$ cat src/rtl/s3g_rx.sv
// s3g_rx: receive-side S3G packet framer.
// Hunts for the 0xD5 start byte, captures length and payload (up to 16
// bytes), checks the CRC8 and presents a good payload on 16 parallel
// byte outputs with a one-cycle strobe. Bad or stalled packets are dropped
// and flagged with a one-cycle error strobe.
//
// Handshake: rx_valid is a one-cycle qualifier with no back-pressure; every
// byte with rx_valid=1 is consumed on that rising edge, and every effect
// (state change, strobe, output update) shows up in the following cycle.
module s3g_rx #(
    parameter int MAX_LEN = 16,
    parameter int TIMEOUT = 100000,
    parameter int CNT_W   = 17
) (
    input  logic       clk,
    input  logic       rst,
    input  logic [7:0] rx_data,
    input  logic       rx_valid,
    output logic       busy,
    output logic       packet_valid,
    output logic [7:0] payload_len,
    output logic [7:0] buf0,
    output logic [7:0] buf1,
    output logic [7:0] buf2,
    output logic [7:0] buf3,
    output logic [7:0] buf4,
    output logic [7:0] buf5,
    output logic [7:0] buf6,
    output logic [7:0] buf7,
    output logic [7:0] buf8,
    output logic [7:0] buf9,
    output logic [7:0] buf10,
    output logic [7:0] buf11,
    output logic [7:0] buf12,
    output logic [7:0] buf13,
    output logic [7:0] buf14,
    output logic [7:0] buf15,
    output logic       crc_err,
    output logic       len_err,
    output logic       timeout_err,
    output logic [1:0] dbg_state
);

    localparam logic [1:0] S_IDLE = 2'd0;
    localparam logic [1:0] S_LEN  = 2'd1;
    localparam logic [1:0] S_DATA = 2'd2;
    localparam logic [1:0] S_CRC  = 2'd3;

    // CRC8, polynomial x^8+x^2+x+1, MSB first, one byte per call.
    function automatic logic [7:0] crc8_d8(input logic [7:0] d, input logic [7:0] c);
        logic [7:0] r;
        r = c ^ d;
        for (int i = 0; i < 8; i++) begin
            r = r[7] ? ({r[6:0], 1'b0} ^ 8'h07) : {r[6:0], 1'b0};
        end
        return r;
    endfunction

    logic [1:0]       r_state;
    logic [7:0]       r_rx_len;
    logic [4:0]       r_byte_cnt;
    logic [7:0]       r_crc;
    logic [CNT_W-1:0] r_to_cnt;
    logic [7:0]       r_shadow [16];
    logic [7:0]       r_buf    [16];
    logic [7:0]       r_payload_len;
    logic             r_packet_valid;
    logic             r_crc_err;
    logic             r_len_err;
    logic             r_timeout_err;

    logic [7:0]       w_crc_next;
    logic [4:0]       w_cnt_inc;
    logic             w_to_hit;
    logic             w_store;
    logic             w_good;

    assign w_crc_next = crc8_d8(rx_data, r_crc);
    assign w_cnt_inc  = r_byte_cnt + 5'd1;
    assign w_to_hit   = (r_to_cnt == CNT_W'(TIMEOUT - 1));
    assign w_store    = rx_valid && (r_state == S_DATA);
    assign w_good     = rx_valid && (r_state == S_CRC) && (rx_data == r_crc);

    // Framing FSM, CRC accumulation, inter-byte timeout and error strobes.
    always_ff @(posedge clk or negedge rst) begin
        if (!rst) begin
            r_state        <= S_IDLE;
            r_rx_len       <= '0;
            r_byte_cnt     <= '0;
            r_crc          <= '0;
            r_to_cnt       <= '0;
            r_packet_valid <= 1'b0;
            r_crc_err      <= 1'b0;
            r_len_err      <= 1'b0;
            r_timeout_err  <= 1'b0;
        end else begin
            r_packet_valid <= 1'b0;
            r_crc_err      <= 1'b0;
            r_len_err      <= 1'b0;
            r_timeout_err  <= 1'b0;
            if (rx_valid) begin
                // A byte always beats the timeout, even on the limit cycle.
                r_to_cnt <= '0;
                case (r_state)
                    S_IDLE: begin
                        if (rx_data == 8'hD5) begin
                            r_state    <= S_LEN;
                            r_crc      <= '0;
                            r_byte_cnt <= '0;
                        end
                    end
                    S_LEN: begin
                        r_rx_len <= rx_data;
                        if (rx_data > 8'(MAX_LEN)) begin
                            r_len_err <= 1'b1;
                            r_state   <= S_IDLE;
                        end else if (rx_data == 8'd0) begin
                            r_state <= S_CRC;
                        end else begin
                            r_state <= S_DATA;
                        end
                    end
                    S_DATA: begin
                        // 0xD5 here is plain payload; no resynchronisation.
                        r_crc      <= w_crc_next;
                        r_byte_cnt <= w_cnt_inc;
                        if ({3'b000, w_cnt_inc} == r_rx_len) begin
                            r_state <= S_CRC;
                        end
                    end
                    default: begin
                        if (rx_data == r_crc) begin
                            r_packet_valid <= 1'b1;
                        end else begin
                            r_crc_err <= 1'b1;
                        end
                        r_state <= S_IDLE;
                    end
                endcase
            end else if (r_state != S_IDLE) begin
                if (w_to_hit) begin
                    r_timeout_err <= 1'b1;
                    r_state       <= S_IDLE;
                    r_to_cnt      <= '0;
                end else begin
                    r_to_cnt <= r_to_cnt + 1'b1;
                end
            end else begin
                r_to_cnt <= '0;
            end
        end
    end

    // Shadow capture during payload; publish to the outputs only on a good CRC.
    always_ff @(posedge clk or negedge rst) begin
        if (!rst) begin
            r_payload_len <= '0;
            for (int i = 0; i < 16; i++) begin
                r_shadow[i] <= '0;
                r_buf[i]    <= '0;
            end
        end else begin
            if (w_store) begin
                r_shadow[r_byte_cnt[3:0]] <= rx_data;
            end
            if (w_good) begin
                r_payload_len <= r_rx_len;
                // Shadow slots past the length may hold stale bytes; mask them.
                for (int i = 0; i < 16; i++) begin
                    r_buf[i] <= (8'(i) < r_rx_len) ? r_shadow[i] : 8'h00;
                end
            end
        end
    end

    assign busy         = (r_state != S_IDLE);
    assign dbg_state    = r_state;
    assign packet_valid = r_packet_valid;
    assign crc_err      = r_crc_err;
    assign len_err      = r_len_err;
    assign timeout_err  = r_timeout_err;
    assign payload_len  = r_payload_len;
    assign buf0         = r_buf[0];
    assign buf1         = r_buf[1];
    assign buf2         = r_buf[2];
    assign buf3         = r_buf[3];
    assign buf4         = r_buf[4];
    assign buf5         = r_buf[5];
    assign buf6         = r_buf[6];
    assign buf7         = r_buf[7];
    assign buf8         = r_buf[8];
    assign buf9         = r_buf[9];
    assign buf10        = r_buf[10];
    assign buf11        = r_buf[11];
    assign buf12        = r_buf[12];
    assign buf13        = r_buf[13];
    assign buf14        = r_buf[14];
    assign buf15        = r_buf[15];

endmodule

$ cat config.mk
export PLATFORM = sky130hd
export DESIGN_NAME = s3g_rx
export DESIGN_NICKNAME = d
export VERILOG_FILES = /design/src/rtl/s3g_rx.sv
export SDC_FILE = /design/constraint.sdc
export NUM_CORES = 1
export LEC_CHECK = 0
export BUFFER_PORTS_ARGS = -buffer_cell sky130_fd_sc_hd__buf_2
export CORE_ASPECT_RATIO = 1.1
export CORE_UTILIZATION = 52
export CTS_BUF_LIST = sky130_fd_sc_hd__clkbuf_4 sky130_fd_sc_hd__clkbuf_8 sky130_fd_sc_hd__clkbuf_16
export CTS_CLUSTER_DIAMETER = 50
export DETAILED_ROUTE_END_ITERATION = 8
export PLACE_DENSITY = 0.84
export SLEW_MARGIN = 20
export SYNTH_ARGS = -nofsm -noshare
export SYNTH_HDL_FRONTEND = slang
export SYNTH_SLANG_ARGS = --single-unit
export TNS_END_PERCENT = 50
$ cat constraint.sdc
create_clock -name clk -period 2.2 [get_ports clk]
set_clock_uncertainty 0.1 [all_clocks]
set_input_delay 0.22 -clock clk [delete_from_list [all_inputs] [get_ports clk]]
set_output_delay 0.22 -clock clk [all_outputs]
set_load 0.05 [all_outputs]
* Yosys cells after proc, flatten, opt, wreduce, memory -nomap -nowiden
Cells that the tools add are included.
** Word-level totals
- Flip-flop bits (word level) :: 308
- Bits in latches :: 0
- Memory bits (writable) :: 0
- ROM bits :: 0
- Output and inout port bits :: 143
- Logic and storage cells :: 151
- Memories :: 0
** Operators by class
- $add $sub $neg :: 2
- $mul :: 0
- Div/mod/pow operators :: 0
- Magnitude comparators :: 19
- Eq/ne operators :: 10
- Shifts and indexed selects :: 0
- Mux-type cells :: 54
- Bitwise logic cells :: 10
- Reductions and logical operators :: 14
** Operators with widths (number)
- $mux W8 :: 18
- $bwmux W128 :: 1
- $lt A4 B8 Y1 const A :: 8
- $mux W17 :: 3
- $demux W8 S4 :: 1
- $lt A3 B8 Y1 const A :: 4
- $mux W3 :: 8
- $not A3 Y3 :: 8
- $add A17 B1 Y17 const B :: 1
- $eq A17 B17 Y1 const B :: 1
- $lt A1 B8 Y1 const A :: 2
- $lt A2 B8 Y1 const A :: 2
- $pmux W8 S2 :: 1
- $mux W1 :: 13
- $mux W2 :: 6
- $pmux W5 S2 :: 1
- $eq A5 B8 Y1 :: 1
- $eq A8 B8 Y1 :: 1
- $eq A8 B8 Y1 const B :: 1
- $gt A8 B5 Y1 const B :: 1
- $logic_not A8 Y1 :: 1
- $reduce_bool A2 Y1 :: 4
- $xor A8 B8 Y8 :: 1
- $pmux W2 S3 :: 1
- 16 further kinds :: 20

* Longest topological paths before layout
Gate-level depths: netlist (run 1).
- Depth after elaboration :: 18
- Depth in mapped cells :: 12

* Least setup slack after synthesis (run 1)
Ideal clock, no wire load.
- Path type :: in2reg
- Start point :: in rx_data[6]
- End point :: reg r_buf, in the netlist buf0[0]
- Arrival :: 2192 ps
- Required time :: 1979 ps
- Slack :: -213 ps
- Stages on the path :: 10
- Cells stage by stage :: clkbuf_1 > clkbuf_1 > xnor2_1 > ha_1 > nand3_1 > or4_1 > buf_4 > buf_6 > buf_6 > a22o_1
** On the way
- Cells in the longest elaborated chain, start to end :: 2
** RTL lines
- start: declaration :: RTL line 17 : input logic [7:0] rx_data,
- $eq A8 B8 Y1 :: RTL line 82 : assign w_good = rx_valid && (r_state == S_CRC) && (rx_data == r_crc);
- $logic_and A1 B1 Y1 :: RTL line 82
- end signal: indexed assignment :: RTL line 170 : r_buf[i] <= (8'(i) < r_rx_len) ? r_shadow[i] : 8'h00;
- end: declaration :: RTL line 65 : logic [7:0] r_buf [16];
No other way between the ends.
A chain may end at the register's enable or synchronous reset.

* Worst setup path in the final report (run 1)
- Start point :: reg r_crc[5]
- End point :: reg r_buf, in the netlist buf9[7]
** On the way
- Cells in the longest elaborated chain, start to end :: 2
** RTL lines
- start: declaration :: RTL line 62 : logic [7:0] r_crc;
- start signal: assignment :: RTL line 125 : r_crc <= w_crc_next;
- $eq A8 B8 Y1 :: RTL line 82
- $logic_and A1 B1 Y1 :: RTL line 82
No other way between the ends.

==> results by group, run 1 <==
Logic synthesis
  – Ys flop type: dfrtp_1
  – Mapped Cells: just over 1000
  – Largest area contributor in the synthesized netlist: dfrtp_1
  – Yosys top cell area share: about three fifths
  – Distinct cell type count after synthesis: 58
  – Register area share after synthesis: around 61%
  – Cell area after synthesis: 12700 µm²
  – Mapped Nets: between 1000 and 1500
  – Post-synth EDFFs: 0
  – Area contributors post-synth: dfrtp_1 (61%), mux2_2 (12%), nand2_1 (5.7%)
  – Ys Warns: 0
  – Mapped Avg Cell Area: 12.2 µm²
  – Asr flop ratio synth: 100%
  – Flops & latches, synth: 308

Setup path
  – Worst-path cell chain: xor2_1, inv_1, ha_2, nand3_2, or4_4, buf_12, buf_8, and2_1, a31o_1
  – Critical-path top delay cell: or4_4
  – WP data arrival: 2670 ps
  – RR Endpoint: buf9[7]
  – Crit. End Element: flip-flop
  – Crit Path Max Fanout: 6
  – R2R cell count: 9
  – Data required time of the worst path: between 2000 and 3000 ps
  – Type of origin of the critical path: flip-flop
  – Critical path class: reg2reg
  – R2r startpoint: r_crc[5]
  – Crit path largest cell delay: approximately 500 ps
  – R2R Setup Slk: -140 ps

Place
  – Number of port buffers: 153
  – Post-DP HPWL: ~20000 µm
  – RD Place Congestion: between 0.8 and 0.9

Status
  – Failing checks: negative setup slack
  – Status: finished, violations left

STA
  – Setup violators final: 97
  – Worst hold slack: between 60 and 70 ps
  – Final hold viol count: 0
  – Period minus WS final: approximately 2300 ps
  – Slew Viols, Final: 0
  – RSZ-0062 raised after global routing: yes
  – Slew HR: 48.4%
  – Max Clock Freq: 427 MHz
  – Final period utilization: 106%
  – Fin worst setup slack: -142 ps
  – Worst-margin pin slew: 769 ps

Floorplan
  – Die area: about 25000 µm²
  – I/O pins: between 150 and 200
  – Die extent in y: ~170 µm
  – Initial cell density of the core: a little over half
  – Core Area: 23800 µm²
  – Die width: approximately 150 µm
  – Site Rows: 59

Run
  – Max-Cap Viols: 0

Routing
  – Per-cell routed wire length: 20.3 µm
  – Vias per inst: a little under 6
  – DRC: 0
  – Post-Route WL: between 30000 and 40000 µm
  – Pre-antenna DRT Iters: 5
  – Via count: 8976
  – Drt first-iter violations: ~630
  – Routed Antenna Nets: 0

Final layout
  – Nets: around 1200
  – Layout cells sized above 1: 35.0%
  – Antenna diodes: 0
  – Max reg flops: between 100 and 150
  – Biggest regs: r_shadow (128), r_to_cnt (17)
  – Synthesis-to-layout area growth: 21.1%
  – Core Util, Final: between 60% and 70%
  – Largest reg by FF count: r_shadow
  – Most frequent cells in the layout: dfrtp_1 (306), nand2_1 (194), buf_2 (152)
  – Most common cell after layout, fill and taps aside: dfrtp_1

CTS
  – Clock root cell: clkbuf_16
  – CTS Buffer Depth: 3
  – Skew-Pair Late Insertion Delay: 550 ps
  – CTS sink count: just over 300
  – H-tree Lvls: 1
  – TritonCTS clock tree: yes
  – Total CTS buffers: 30
  – Clock-pin slew on the worst setup and hold paths: roughly 60 ps

GRT
  – Gr ovfl total: 0
  – GRT Total Usage: about 26%
  – Antenna violations before repair: 0
  – Largest net degree at the start of global routing: 59
  – First-pass GRT wire length: between 40000 and 50000 µm
  – Vias in the first global route: between 9000 and 10000

Pwr
  – Leak pwr: just over 8 nW
  – Pwr Density: roughly 1000 nW/µm²
  – Maximum vdd drop: about 560 µV

Min path
  – WHS Endpoint: crc_err
  – Hold path start: rx_data[0]
  – WHS Path Cells: 4
  – Hold WC Path Type: in2reg
power breakdown:
| group | total, mW | switching, mW | internal, mW |
|---|---|---|---|
| combinational | 3.25 | 1.71 | 1.54 |
| clock | 5.24 | 2.16 | 3.08 |
| sequential | 7.38 | 0.788 | 6.59 |
| total | 15.9 | 4.66 | 11.2 |
per-stage QoR:
stage	power, mW	std cells	TNS (ps)	cell area (µm²)	setup WS [ps]
4_1_cts	15.9	1553	-5390	15300	-124
2_1_floorplan	9.54	1039	0	12700	0.545
6_report	15.9	1555	-6190	15300	-142
3_3_place_gp	10.4	1484	-518	14000	-37.6
5_1_grt	16.5	1555	-13210	15300	-180
3_5_place_dp	10.6	1484	-3600	14000	-115
synth_stat cells (all sizes together), types with 3 or more instances:
library cell    n
dfrtp         308
nand2         198
mux2          137
nand3          87
a22o           52
buf            34
clkbuf         30
nor2           24
xnor2          22
and2           13
inv            13
xor2           13
nor3           11
o21ai          11
a21oi           9
a31o            8
ha              8
nand4           7
nor4            6
or4             5
a211oi          4
nor3b           3
o22ai           3
o31ai           3
o41ai           3
or3             3
cell type report:
type | instances | area, µm²
well taps | 305 | 382
repair buffers | 219 | 1530
clock inverters | 10 | 91.3
flip-flops and latches | 308 | 7710
clock buffers | 46 | 945
multi-input cells | 653 | 4630
inverters | 14 | 53.8
fillers | 1701 | 8430
routing by layer:
layer	GRT usage [%]	up-vias	share of wire, %
li1	-	3984	-
met1	34.4	4596	42
met2	42.8	332	50
met3	3.61	64	5.3
met4	7.74	0	2.6
met5	0	-	0
timing repair:
action                     4_1_cts  5_1_grt
setup buffers                    9        1
resized for setup               27        3
hold buffers                     2        0
hold endpoints to repair       282        0
setup endpoints to repair       76      135
pin swaps                       29        6
cloned                           2        1
how the worst max path moves through the flow:
stage | from | end | slack [ps] | depth (start not counted)
3_3_place_gp | r_crc[3] | buf12[2] | -40 | 9
4_1_cts | r_crc[3] | buf0[6] | -120 | 9
2_1_floorplan | dbg_state[1] | buf0[0] | 0.5 | 7
6_report | r_crc[5] | buf9[7] | -140 | 9
5_1_grt | r_crc[5] | buf4[6] | -180 | 9
3_5_place_dp | r_crc[3] | buf12[7] | -110 | 9
logic make-up after synthesis:
logic type	after synthesis	share of synthesized area, %
AO/OA/AOI/OAI	100	6.43
flip-flops	308	60.9
multiplexers	138	12.3
XOR/XNOR	39	3.15
buffers and inverters	78	3.01
AND/OR/NAND/NOR	368	13.5
adder cells (fa/ha/maj)	8	0.790
worst max-delay path: cells and delay by family, from the launching register on:
family,cells,cell delay (ps)
and+or+nand+nor,3,740
DFF,1,410
buffers and inverters,3,400
AOI/OAI and AO/OA,1,210
xor gates and xnor gates,1,180
adders and majority gates,1,180
Power figures use the tool's default switching activity.
==> run 2, diff against run 1 <==
--- a/config.mk
+++ b/config.mk
@@ -11,6 +11,7 @@
 export CTS_BUF_LIST = sky130_fd_sc_hd__clkbuf_4 sky130_fd_sc_hd__clkbuf_8 sky130_fd_sc_hd__clkbuf_16
 export CTS_CLUSTER_DIAMETER = 50
 export DETAILED_ROUTE_END_ITERATION = 8
+export GPL_TIMING_DRIVEN = 0
 export PLACE_DENSITY = 0.84
 export SLEW_MARGIN = 20
 export SYNTH_ARGS = -nofsm -noshare
==> run 2 against run 1 <==
Effect of this change: the run still ends with negative setup slack left; sequential share of layout area down 0.21 points; cell area up 0.42%; die area unchanged; critical path depth down 2; first-iteration DRC count up 9.3%; clock power about the same; total power up 0.58%; maximum frequency down 1.3%; global-route usage about the same; sequential power down 2%; count of clock-buffer cells in the layout down 1; combinational power up 6.8%.
==> results by group, run 2 (synthesis results as in run 1) <==
Status
  – Status: finished, violations left
  – Failing checks: negative setup slack

Routing
  – DRC: 0 (unchanged)
  – Vias per inst: 5.82 (+0.85%)
  – Drt first-iter violations: 692 (+9.3%)
  – Pre-antenna DRT Iters: 5 (unchanged)
  – Post-Route WL: 32000 µm (+1.3%)
  – Routed Antenna Nets: 0 (unchanged)
  – Via count: 9140 (+1.8%)
  – Per-cell routed wire length: 20.4 µm (+0.35%)

Final layout
  – Layout cells sized above 1: 34.4% (-0.57 points)
  – Nets: 1262 (+1.4%)
  – Most common cell after layout, fill and taps aside: dfrtp_1
  – Antenna diodes: 0 (unchanged)
  – Max reg flops: 128 (unchanged)
  – Final Cell Area: 15400 µm² (+0.42%)
  – Most frequent cells in the layout: dfrtp_1 (306), nand2_1 (192), buf_2 (155)
  – Synthesis-to-layout area growth: 21.6%
  – Filler instances: 1661 (-2.4%)
  – Largest reg by FF count: r_shadow
  – Biggest regs: r_shadow (128), r_to_cnt (17)

STA
  – Final period utilization: 108% (+1.4 points)
  – Setup_tns: -10080 ps (-3900 ps)
  – Slew Viols, Final: 0 (unchanged)
  – Fin worst setup slack: -173 ps (-30.5 ps)
  – Max Clock Freq: 421 MHz (-1.3%)
  – Worst-margin pin slew: 798 ps (+28.7 ps)
  – Worst hold slack: 30.0 ps (-33.0 ps)
  – RSZ-0062 raised after global routing: yes
  – Slew HR: 46.8% (-1.6 points)
  – Setup violators final: 137 (+41%)
  – Final hold viol count: 0 (unchanged)
  – Period minus WS final: 2370 ps (+30.5 ps)

CTS
  – Clock root cell: clkbuf_16
  – Total CTS buffers: 30 (unchanged)
  – H-tree Lvls: 1 (unchanged)
  – CTS Buffer Depth: 3 (unchanged)
  – Clock-pin slew on the worst setup and hold paths: 60 ps (about the same)
  – TritonCTS clock tree: yes
  – CTS sink count: 308 (unchanged)
  – Skew-Pair Late Insertion Delay: 550 ps (about the same)

Setup path
  – Crit Path Max Fanout: 8 (+2)
  – WP data arrival: 2760 ps (+90 ps)
  – Data required time of the worst path: 2580 ps (+60 ps)
  – Critical path class: reg2reg
  – Crit. End Element: flip-flop
  – Type of origin of the critical path: flip-flop

Run
  – Max-Cap Viols: 0 (unchanged)

GRT
  – GRT Total Usage: 25.6% (+0.034 points)
  – Largest net degree at the start of global routing: 106 (+80%)
  – First-pass GRT wire length: 49800 µm (+0.17%)
  – Antenna violations before repair: 0 (unchanged)
  – Vias in the first global route: 9111 (+0.75%)
  – Gr ovfl total: 0 (unchanged)

Floorplan
  – Core Area: 23800 µm² (unchanged)
  – Initial cell density of the core: 53.3% (unchanged)
  – Die extent in y: 166 µm (unchanged)
  – Die area: 25000 µm² (unchanged)
  – I/O pins: 154 (unchanged)
  – Die width: 151 µm (unchanged)
  – Site Rows: 59 (unchanged)

Pwr
  – Switch share: 30.0% (+0.65 points)
  – Internal Pwr Total: 11.2 mW (-0.34%)
  – Sequential power share: 45.4% (-1.1 points)
  – Leak pwr: 8.07 nW (-0.36%)
  – Clock group share of total power: 32.9% (about the same)
  – NetSw: 4.79 mW (+2.8%)
  – Total power: 16.0 mW (+0.58%)
  – Pwr Density: 1040 nW/µm² (+0.16%)
  – Maximum vdd drop: 545 µV (-2.3%)
  – Combinational Power Share: 21.7% (+1.2 points)

Place
  – DP Area: 13900 µm² (-0.54%)
  – RD Place Congestion: 0.857 (+6.2%)
  – Number of port buffers: 152 (-0.65%)
  – Setup slack at placement: -649 ps (-535 ps)
  – Post-DP HPWL: 20600 µm (+3.3%)

Min path
  – Hold WC Path Type: in2async
-- run 2: cell types whose count changed in the layout (fill, tap and decap cells not counted), moves of 4 or more --
cell      before  now
and2_0         4    8
and2_1         9    5
buf_12        11    2
buf_4         41   22
buf_8          3    8
clkbuf_1       0   22
clkbuf_2       0    5
clkbuf_4       6   12
-- run 2: repair_timing --
action,4_1_cts,5_1_grt
endpoints found under the hold margin,313,0
cloned,0,5
endpoints found under the setup margin,258,260
setup buffers,7,6
hold buffers,2,0
pin swaps,11,9
resized for setup,20,46
-- run 2: power groups by stage --
stage	combinational, mW	sequential, mW	clock (mW)
global route	3.72	7.34	5.51
CTS	3.28	7.18	5.25
finish	3.47	7.25	5.25
detailed placement	3.19	7.25	0
floorplan	2.23	7.31	0
global placement	3.06	7.18	0
-- run 2: per-layer routing --
layer,track usage (%),vias to the layer above,share of wire [%],wire (µm)
met3,4.24,84,7.2,2310
met4,9.52,0,3.3,1060
met5,0,-,0,0
li1,-,4021,-,-
met1,35.5,4650,42,13300
met2,40.5,385,48,15300
-- run 2: metrics by stage --
step | util [%] | cells
after CTS | 63.6 | 1560
after floorplan | - | 1039
after global routing | 64.8 | 1570
final | 64.8 | 1570
after global placement | 58.3 | 1496
after detailed placement | 58.7 | 1499
-- run 2: path summary, 6_finish.rpt --
kind                                  from           end  slack [ps]  cells after the start
worst max-delay path              r_crc[2]       buf0[2]        -170                      7
worst min-delay path                   rst       buf1[0]          30                      2
worst max register to register    r_crc[2]       buf0[2]        -170                      7
worst min register to register    buf11[3]      buf11[3]         360                      2
max in group asynchronous              rst  dbg_state[1]        1130                      3
min in group clk                rx_data[6]  dbg_state[0]          60                      5
-- run 2: area by class of cell --
class                   count  area, µm²  share of cell area, %
flip-flops and latches    308       7710                   50.1
multi-input cells         654       4700                   30.5
repair buffers            174       1100                   7.14
clock buffers              45        912                   5.92
plain buffers              61        430                   2.79
well taps                 305        382                   2.48
clock inverters             9        106                  0.691
inverters                  14       57.6                  0.374
-- run 2: worst max-delay path: stages, from the launching register on --
cell,delay (ps)
dfrtp_1,440
xnor2_2,240
ha_2,240
nand3_4,90
or4_4,530
buf_8,200
a21oi_4,260
a22o_1,210
